File: config.mk
export PLATFORM = sky130hd
export DESIGN_NAME = xyz_cmd_sequencer_flat
export DESIGN_NICKNAME = d
export VERILOG_FILES = /design/src/rtl/xyz_cmd_sequencer_if.sv /design/src/rtl/xyz_cmd_sequencer.sv /design/src/flat_wrapper.sv
export SDC_FILE = /design/constraint.sdc
export NUM_CORES = 1
export LEC_CHECK = 0
export CAP_MARGIN = 10
export CORE_MARGIN = 5
export CORE_UTILIZATION = 60
export CTS_CLUSTER_DIAMETER = 60
export DETAILED_ROUTE_END_ITERATION = 10
export HOLD_SLACK_MARGIN = 0.02
export PLACE_DENSITY = 0.91
export SETUP_SLACK_MARGIN = 0.3
export SYNTH_ARGS = -nofsm -noshare
export SYNTH_HDL_FRONTEND = slang
export SYNTH_SLANG_ARGS = --single-unit
File: constraint.sdc
create_clock -name clk -period 3.45 [get_ports clk]
set_input_delay 0.345 -clock clk [delete_from_list [all_inputs] [get_ports clk]]
set_output_delay 0.345 -clock clk [all_outputs]
set_load 0.03 [all_outputs]
File: src/rtl/xyz_cmd_sequencer_if.sv
// Command handshake and completion bundle between a command source and xyz_cmd_sequencer.
interface xyz_cmd_sequencer_if #(
   parameter int HOLD_W = 4
);
   logic              cmd_valid;
   logic              cmd_ready;
   logic [2:0]        cmd_b;
   logic              cmd_e;
   logic [HOLD_W-1:0] cmd_hold;
   logic              done_valid;
   logic [1:0]        done_status;

   modport master (
      output cmd_valid, cmd_b, cmd_e, cmd_hold,
      input  cmd_ready, done_valid, done_status
   );

   modport slave (
      input  cmd_valid, cmd_b, cmd_e, cmd_hold,
      output cmd_ready, done_valid, done_status
   );
endinterface

File: src/rtl/xyz_cmd_sequencer.sv
// Queues commands, drives signal_b/signal_e for a programmed hold time, then waits for
// signal_f (or times out) and strobes done.
//
// state  | meaning
// IDLE   | outputs at 0, pop FIFO head when one is queued
// DRIVE  | hold b/e for cmd_hold+1 cycles
// WAIT   | hold b/e until signal_f or TIMEOUT cycles elapse
// REPORT | done_valid strobe, b/e released on exit
module xyz_cmd_sequencer #(
   parameter int DEPTH   = 4,
   parameter int HOLD_W  = 4,
   parameter int TIMEOUT = 15
) (
   input  logic                  clk,
   input  logic                  rst_n,
   xyz_cmd_sequencer_if.slave    bus,
   input  logic                  flush,
   output logic [2:0]            signal_b,
   output logic                  signal_e,
   input  logic                  signal_f,
   output logic                  busy
);
   localparam int AW = $clog2(DEPTH);
   localparam int EW = 4 + HOLD_W;
   localparam logic [AW:0] FULL_CNT  = (AW+1)'(DEPTH);
   localparam logic [7:0]  WAIT_LOAD = 8'(TIMEOUT - 1);

   typedef enum logic [1:0] {IDLE, DRIVE, WAIT, REPORT} state_t;

   state_t            state_q, state_d;
   logic [EW-1:0]     mem [DEPTH];
   logic [AW-1:0]     wr_ptr, rd_ptr;
   logic [AW:0]       count, count_d;
   logic              full, empty, push, pop;
   logic [EW-1:0]     head;
   logic [HOLD_W-1:0] hold_q, hold_d;
   logic [7:0]        wait_q, wait_d;
   logic [2:0]        b_d;
   logic              e_d;
   logic [1:0]        status_d;
   logic              busy_d;

   assign full          = (count == FULL_CNT);
   assign empty         = (count == '0);
   assign bus.cmd_ready = !full;
   assign push          = bus.cmd_valid && !full && !flush;
   assign head          = mem[rd_ptr];
   // flush in the REPORT cycle swallows the strobe
   assign bus.done_valid = (state_q == REPORT) && !flush;

   always_comb begin
      state_d  = state_q;
      hold_d   = hold_q;
      wait_d   = wait_q;
      b_d      = signal_b;
      e_d      = signal_e;
      status_d = bus.done_status;
      pop      = 1'b0;
      case (state_q)
         IDLE: begin
            b_d = 3'd0;
            e_d = 1'b0;
            if (!empty) begin
               pop     = 1'b1;
               b_d     = head[EW-1 -: 3];
               e_d     = head[HOLD_W];
               hold_d  = head[HOLD_W-1:0];
               state_d = DRIVE;
            end
         end
         DRIVE: begin
            if (hold_q == '0) begin
               state_d = WAIT;
               wait_d  = WAIT_LOAD;
            end else begin
               hold_d = hold_q - 1'b1;
            end
         end
         WAIT: begin
            if (signal_f) begin
               state_d  = REPORT;
               status_d = 2'b00;
            end else if (wait_q == '0) begin
               state_d  = REPORT;
               status_d = 2'b01;
            end else begin
               wait_d = wait_q - 1'b1;
            end
         end
         REPORT: begin
            state_d = IDLE;
            b_d     = 3'd0;
            e_d     = 1'b0;
         end
         default: state_d = IDLE;
      endcase

      if (flush) begin
         state_d = IDLE;
         b_d     = 3'd0;
         e_d     = 1'b0;
         pop     = 1'b0;
      end

      count_d = count;
      if (flush)
         count_d = '0;
      else if (push && !pop)
         count_d = count + 1'b1;
      else if (pop && !push)
         count_d = count - 1'b1;

      busy_d = (state_d != IDLE) || (count_d != '0);
   end

   always_ff @(posedge clk) begin
      if (push)
         mem[wr_ptr] <= {bus.cmd_b, bus.cmd_e, bus.cmd_hold};
   end

   always_ff @(posedge clk or negedge rst_n) begin
      if (!rst_n) begin
         wr_ptr <= '0;
         rd_ptr <= '0;
         count  <= '0;
      end else begin
         if (flush) begin
            wr_ptr <= '0;
            rd_ptr <= '0;
         end else begin
            if (push)
               wr_ptr <= wr_ptr + 1'b1;
            if (pop)
               rd_ptr <= rd_ptr + 1'b1;
         end
         count <= count_d;
      end
   end

   always_ff @(posedge clk or negedge rst_n) begin
      if (!rst_n) begin
         state_q         <= IDLE;
         hold_q          <= '0;
         wait_q          <= '0;
         signal_b        <= 3'd0;
         signal_e        <= 1'b0;
         bus.done_status <= 2'b00;
         busy            <= 1'b0;
      end else begin
         state_q         <= state_d;
         hold_q          <= hold_d;
         wait_q          <= wait_d;
         signal_b        <= b_d;
         signal_e        <= e_d;
         bus.done_status <= status_d;
         busy            <= busy_d;
      end
   end
endmodule

File: src/flat_wrapper.sv
// flat-port wrapper written by rule: the top's interface ports become plain ports
module xyz_cmd_sequencer_flat 
#(
   parameter int DEPTH   = 4,
   parameter int HOLD_W  = 4,
   parameter int TIMEOUT = 15
)
  (clk, rst_n, flush, signal_b, signal_e, signal_f, busy, bus_cmd_valid, bus_cmd_b, bus_cmd_e, bus_cmd_hold, bus_cmd_ready, bus_done_valid, bus_done_status);
  xyz_cmd_sequencer_if #(.HOLD_W(HOLD_W)) bus_i ();
  input  logic clk;
  input  logic rst_n;
  input  logic flush;
  output logic [2:0] signal_b;
  output logic signal_e;
  input  logic signal_f;
  output logic busy;
  input wire logic [$bits(bus_i.cmd_valid)-1:0] bus_cmd_valid;
  input wire logic [$bits(bus_i.cmd_b)-1:0] bus_cmd_b;
  input wire logic [$bits(bus_i.cmd_e)-1:0] bus_cmd_e;
  input wire logic [$bits(bus_i.cmd_hold)-1:0] bus_cmd_hold;
  output wire logic [$bits(bus_i.cmd_ready)-1:0] bus_cmd_ready;
  output wire logic [$bits(bus_i.done_valid)-1:0] bus_done_valid;
  output wire logic [$bits(bus_i.done_status)-1:0] bus_done_status;
  assign bus_i.cmd_valid = bus_cmd_valid;
  assign bus_i.cmd_b = bus_cmd_b;
  assign bus_i.cmd_e = bus_cmd_e;
  assign bus_i.cmd_hold = bus_cmd_hold;
  assign bus_cmd_ready = bus_i.cmd_ready;
  assign bus_done_valid = bus_i.done_valid;
  assign bus_done_status = bus_i.done_status;
  xyz_cmd_sequencer #(.DEPTH(DEPTH), .HOLD_W(HOLD_W), .TIMEOUT(TIMEOUT)) u_core (.clk(clk), .rst_n(rst_n), .bus(bus_i), .flush(flush), .signal_b(signal_b), .signal_e(signal_e), .signal_f(signal_f), .busy(busy));
endmodule
==> summary.txt, run 1 <==
STA
  – Unrepaired setup endpoints after global routing: false
  – Clk_skew: 0.008049 ns
  – Final hold viol count: 0
  – Setup Viol. Count Final: 0
  – Final period util: 0.7277
  – Max Slew Vio Count: 0
  – Slew of the pin with the lowest slew margin: about 0.7 ns
  – Sum Neg Setup Slack: 0 ns
  – Fin crit period: 2.511 ns
  – Slew headroom: 0.5327
  – Achievable Freq: roughly 0.40 GHz

Final layout
  – Fin nets: 260
  – Most frequent cells in the layout: 32 x edfxtp_1, 27 x dfrtp_1, 20 x clkdlybuf4s50_1
  – Number of diodes: 0
  – Layout cells sized above 1: 0.1111
  – Final instance area: 3133 µm²
  – Commonest non-fill, non-tap cell in the layout: edfxtp_1
  – Layout area overhead: 15.18%
  – Final core utilization: 0.7146

GRT
  – Largest net degree at the start of global routing: 28
  – GRT overflow: 0
  – Initial antenna violation count: 0
  – Vias in the first global route: 1742
  – Gr usage total: 0.1808
  – First-pass GRT wire length: between 8000 and 9000 µm

Critical path
  – Critical Path Most Common Cell: clkdlybuf4s50_1
  – Largest delay contributor family on the critical path: buffers and inverters
  – CP Data Required Time: 3.11 ns
  – Crit path launch type: input pin
  – Critical-path top delay cell: clkdlybuf4s50_1
  – Worst-path cell chain: clkdlybuf4s50_1 > inv_1 > and3_1 > clkdlybuf4s50_1
  – Critical path peak fanout: 15
  – CP Capture Type: primary output
  – Critical path buffer and inverter count: 3
  – CP arrival: around 2.2 ns
  – Setup CP Type: in -> out
  – Slowest Stage Delay on Critical Path: about 0.67 ns

Clock tree
  – Root buffer cell: clkbuf_8
  – PostCTS Resize Cnt: 0
  – Sinks on Clock Net: 59
  – Postcts setup bufs: 0
  – Worst skew pair latency: about 0.33 ns
  – CTS tree: done
  – Inserted Clock Buffers: 9
  – Clk buf depth: 2
  – Reg clk slew, reported paths: around 0.070 ns
  – CTS Hold Bufs: 0
  – CTS H-tree lvls: 3

Placement
  – Routability cong.: ~0.90
  – IO buf count: 20
  – Placement Cell Area: 2949 µm²
  – DP HPWL: between 3000 and 4000 µm

Yosys
  – Netlist cell types: 42
  – Async S/R FF share, synth: 0.4576
  – Synthesized area: 2720 µm²
  – Avg Cell Area, Syn: around 13 µm²
  – Syn Nets: roughly 240
  – Main flop type after synthesis: edfxtp_1
  – Cells after synthesis: between 200 and 250
  – Post-synth EDFFs: 32
  – Synth Warn #: 0
  – Flops & latches, synth: 59
  – Register area share after synthesis: 0.6017

Routing
  – Total wire length: 4817 µm
  – Remaining DRCs: 0
  – Detail Route Antenna Nets: 0
  – Iteration-0 DRC Markers: 131
  – Via count: between 1500 and 2000
  – Wirelength per Cell: ~16 µm
  – DRT Pass-1 Iters: 4
  – Vias/cell: 5.725

Floorplan
  – Die Span Y: roughly 77 µm
  – Core ar.: 4384 µm²
  – Initial core utilization: 0.6204
  – FP Rows: 24
  – Die ar.: approximately 6000 µm²
  – Top Ports: 22
  – Width of the die: a little under 80 µm

Pwr
  – Switching Fraction: 0.3398
  – Clock Power Share: 0.254
  – Power Density: roughly 750 nW/µm²
  – Leak Pwr: about 1.2 nW
  – Register share of total power: 0.421
  – Combinational share of power: 0.325
  – NetSw: 0.0007961 W
  – Worst vdd ir: ~0.00053 V
  – Int Power: roughly 0.0015 W

Job
  – Max_cap viols: 0

Status
  – Status: finished clean

Hold path
  – Min-Delay Path Class: in -> async
## per-layer routing
| metal | GRT usage | share of wire | vias to the layer above |
|---|---|---|---|
| met2 | 0.2837 | 0.49 | 28 |
| met1 | 0.2382 | 0.46 | 819 |
| li1 | - | - | 838 |
| met3 | 0.06481 | 0.041 | 4 |
| met4 | 0.05498 | 0.0079 | 0 |
| met5 | 0 | 0 | - |
## final cells by class
cell class                      count  area, µm²
Tap cell                           52      65.06
Inverter                           11      41.29
Clock buffer                       10      127.6
Clock inverter                      6      56.30
Multi-Input combinational cell    136      998.5
Fill cell                         306       1251
Timing Repair Buffer               21      207.7
Sequential cell                    59       1637
## power groups by stage
stage	Clock (W)	Sequential, W	Combinational (W)
2_1_floorplan	0	0.000989	0.000569
3_3_place_gp	0	0.000994	0.000744
3_5_place_dp	0	0.00100	0.000763
4_1_cts	0.000605	0.000988	0.000766
5_1_grt	0.000644	0.00101	0.000862
6_report	0.000595	0.000987	0.000762
## cell families (layout without fill, tap and decap cells)
logic type / after synthesis / after routing / synth area share
simple gates: 71 / 71 / 0.1311
flops: 59 / 59 / 0.6017
compound gates: 39 / 39 / 0.1012
buf+inv: 20 / 48 / 0.03128
fa+ha+maj: 9 / 9 / 0.04140
xor+xnor: 8 / 8 / 0.02576
mux: 8 / 8 / 0.06624
other cells: 1 / 1 / 0.001379
## synthesized netlist by cell type (3+ instances only)
library cell  count  area (µm²)
edfxtp_1         32       960.9
dfrtp_1          27       675.7
nor2_1           19       71.32
nand2_1          15       56.30
inv_1            11       41.29
ha_1              9       112.6
a21oi_1           8       40.04
mux4_2            8       180.2
and3_1            6       37.54
xor2_1            6       52.55
a22oi_1           5       37.54
clkbuf_1          5       18.77
nand3_1           5       25.02
nor3_1            5       25.02
nand2b_1          4       25.02
nor2b_1           4       25.02
a31oi_1           3       18.77
o211ai_1          3       22.52
o21ai_0           3       15.01
o21ai_1           3       15.01
or3_1             3       18.77
## per-stage QoR
step                      hold WS, ns  instances  setup WS, ns  total power (W)
after global placement         0.4821        279        0.9711         0.001738
final                          0.3780        295        0.9394         0.002343
after floorplan               0.04941        215         1.449         0.001558
after CTS                      0.3766        295        0.9260         0.002360
after detailed placement       0.4993        279        0.9348         0.001766
after global routing           0.4045        295        0.7820         0.002517
## registers in the layout, summed over array words and instances, names as in the netlist
register                cells
u_core.mem                 32
u_core.wait_q               8
u_core.hold_q               4
u_core.count                3
u_core.signal_b             3
u_core.rd_ptr               2
u_core.state_q              2
u_core.wr_ptr               2
u_core.bus.done_status      1
u_core.busy                 1
u_core.signal_e             1
## worst paths after layout
| path | from | end | slack, ns | cells past startpoint |
|---|---|---|---|---|
| setup / recovery | flush | bus_done_valid | 0.94 | 4 |
| hold / removal | rst_n | u_core.busy | 0.38 | 2 |
| setup reg to reg | u_core.hold_q[0] | u_core.busy | 1.20 | 7 |
| hold reg to reg | u_core.hold_q[1] | u_core.hold_q[1] | 0.51 | 2 |
| max in group asynchronous | rst_n | u_core.wr_ptr[1] | 2.81 | 2 |
| min in group clk | u_core.hold_q[1] | u_core.hold_q[1] | 0.51 | 2 |
## worst reg2reg max path: stages (launching register included)
cell,delay (ns)
dfrtp_1,0.39
inv_1,0.08
ha_1,0.18
or3b_1,0.41
a22oi_1,0.58
a31oi_4,0.18
a31oi_1,0.20
o211ai_1,0.11
No activity file was read; power rests on OpenSTA's default activity.
==> run 2, diff against run 1 <==
Settings changed: CORE_UTILIZATION 60 to 57, PLACE_DENSITY 0.91 to 0.87.
Clock period 3.45 ns to 2.5 ns, I/O delays scaled along.
==> summary.txt, run 2 (same netlist as run 1, synthesis figures left out) <==
Status
  – Status: finished clean

Placement
  – IO buf count: 20 (unchanged)
  – DP HPWL: 3622 µm (+7.9%)
  – Routability cong.: 0.8205 (-8.7%)
  – Worst slack at placement: 0.2950 ns (-0.6398 ns)

Final layout
  – Largest regs: u_core.mem: 32 flops, u_core.wait_q: 8 flops, u_core.hold_q: 4 flops
  – Fin nets: 263 (+1.2%)
  – Layout area overhead: 15.64%
  – Biggest register: u_core.mem
  – # fillers: 327 (+6.9%)
  – Multi-input logic area: 1006 µm² (+0.75%)
  – Final core utilization: 0.6704 (-0.04421)
  – Number of diodes: 0 (unchanged)
  – Layout cells sized above 1: 0.1301 (+0.01897)
  – Commonest non-fill, non-tap cell in the layout: edfxtp_1
  – Reg area: 1637 µm² (unchanged)
  – Largest register FFs: 32 (unchanged)
  – Most frequent cells in the layout: 32 x edfxtp_1, 27 x dfrtp_1, 19 x nor2_1, 19 x clkdlybuf4s50_1, 15 x nand2_1

Clock tree
  – Postcts setup bufs: 0 (unchanged)
  – Inserted Clock Buffers: 9 (unchanged)
  – Clk buf depth: 2 (unchanged)
  – Worst skew pair latency: 0.33 ns (about the same)
  – CTS tree: done
  – Reg clk slew, reported paths: 0.07 ns (about the same)
  – PostCTS Resize Cnt: 0 (unchanged)
  – Root buffer cell: clkbuf_8
  – Sinks on Clock Net: 59 (unchanged)
  – CTS H-tree lvls: 3 (unchanged)
  – CTS Hold Bufs: 0 (unchanged)

GRT
  – GRT overflow: 0 (unchanged)
  – Vias in the first global route: 1798 (+3.2%)
  – Largest net degree at the start of global routing: 28 (unchanged)
  – First-pass GRT wire length: 8611 µm (+2.6%)
  – Gr usage total: 0.1853 (+0.004593)
  – Initial antenna violation count: 0 (unchanged)

Routing
  – DRT Pass-1 Iters: 4 (unchanged)
  – Via count: 1767 (+4.6%)
  – Total wire length: 5154 µm (+7.0%)
  – Wirelength per Cell: 17.18 µm (+5.2%)
  – Detail Route Antenna Nets: 0 (unchanged)
  – Vias/cell: 5.890 (+2.9%)
  – Remaining DRCs: 0 (unchanged)
  – Iteration-0 DRC Markers: 127 (-3.1%)

STA
  – Sum Neg Setup Slack: 0 ns (unchanged)
  – Unrepaired setup endpoints after global routing: true
  – Achievable Freq: a little under 0.5 GHz
  – Slew of the pin with the lowest slew margin: 0.5305 ns (-0.1705 ns)
  – Clk_skew: 0.006721 ns (-0.001328 ns)
  – Max Slew Vio Count: 0 (unchanged)
  – Final period util: 0.8274
  – Slew headroom: 0.6451 (+0.1124)
  – Final hold viol count: 0 (unchanged)
  – Setup Viol. Count Final: 0 (unchanged)
  – Setup slack after layout: 0.4315 ns (-0.5079 ns)
  – Fin crit period: 2.069 ns

Floorplan
  – Die Span Y: 79.08 µm (+2.3%)
  – Core ar.: 4692 µm² (+7.0%)
  – Width of the die: 79.08 µm (+2.3%)
  – Top Ports: 22 (unchanged)
  – Initial core utilization: 0.5797 (-0.04070)
  – FP Rows: 25 (+4.2%)
  – Die ar.: 6254 µm² (+4.6%)

Hold path
  – Min-Delay Path Class: in -> async

Critical path
  – Critical-path top delay cell: dfrtp_1
  – CP Capture Type: register
  – Critical path peak fanout: 9 (-6)
  – CP Data Required Time: 2.70 ns (-0.41 ns)
  – Slowest Stage Delay on Critical Path: 0.42 ns (-0.25 ns)
  – CP arrival: 2.27 ns (+0.10 ns)
  – Setup CP Type: reg -> reg
  – R2R cell count: 7 (unchanged)
  – Crit path launch type: register
  – Worst-path cell chain: inv_1 > ha_1 > a21boi_2 > o21ai_1 > a211o_1 > a31oi_1 > o211ai_1

Pwr
  – Register share of total power: 0.427 (+0.006)
  – Worst vdd ir: 0.0007426 V (+41%)
  – Clock Power Share: 0.224 (-0.030)
  – Combinational share of power: 0.349 (+0.024)
  – Power Density: 1014 nW/µm² (+36%)
  – Switching Fraction: 0.3530 (+0.01321)
  – NetSw: 0.001125 W (+41%)
  – Int Power: 0.002063 W (+33%)
  – Leak Pwr: 1.217 nW (+0.33%)

Job
  – Max_cap viols: 0 (unchanged)
## run 2: worst paths after layout
path	from	to	slack (ns)
min in group clk	u_core.hold_q[2]	u_core.hold_q[2]	0.50
worst max-delay path	u_core.count[0]	u_core.busy	0.43
worst min register to register	u_core.hold_q[2]	u_core.hold_q[2]	0.50
worst min-delay path	rst_n	u_core.wait_q[0]	0.29
worst max register to register	u_core.count[0]	u_core.busy	0.43
max in group asynchronous	rst_n	u_core.wr_ptr[1]	1.94
## run 2: power groups by stage
| stage | Sequential [W] | Combinational, W | Clock, W |
|---|---|---|---|
| after floorplan | 0.00136 | 0.000786 | 0 |
| after global placement | 0.00137 | 0.00107 | 0 |
| after detailed placement | 0.00138 | 0.00110 | 0 |
| after CTS | 0.00136 | 0.00110 | 0.000736 |
| after global routing | 0.00139 | 0.00122 | 0.000788 |
| final | 0.00136 | 0.00111 | 0.000715 |
## run 2: per-layer routing
metal,track usage,vias to the layer above,share of wire
met5,0,-,0
met4,0.07045,0,0.013
met3,0.06236,7,0.047
met2,0.2938,50,0.51
met1,0.2366,868,0.43
li1,-,842,-
## run 2: stage by stage
| step | cell area (µm²) | power [W] | hold WS (ns) | instances |
|---|---|---|---|---|
| final | 3146 | 0.003188 | 0.2931 | 300 |
| after global routing | 3146 | 0.003394 | 0.3258 | 300 |
| after CTS | 3136 | 0.003200 | 0.2952 | 300 |
| after detailed placement | 2974 | 0.002474 | 0.4957 | 284 |
| after global placement | 2974 | 0.002438 | 0.4857 | 284 |
| after floorplan | 2720 | 0.002150 | -0.04559 | 215 |
## run 2: layout make-up
type / instances / area share
Multi-Input combinational cell: 136 / 0.3198
Clock buffer: 11 / 0.04177
Timing Repair Buffer: 24 / 0.07399
Clock inverter: 5 / 0.009547
Sequential cell: 59 / 0.5203
Tap cell: 54 / 0.02148
Inverter: 11 / 0.01313
## run 2: worst max-delay path, delay by kind of cell, from the launching register on
kind,cells,cell delay (ns)
buffers and inverters,1,0.08
flip-flops,1,0.42
AO/OA/AOI/OAI,5,1.14
adder cells (fa/ha/maj),1,0.30
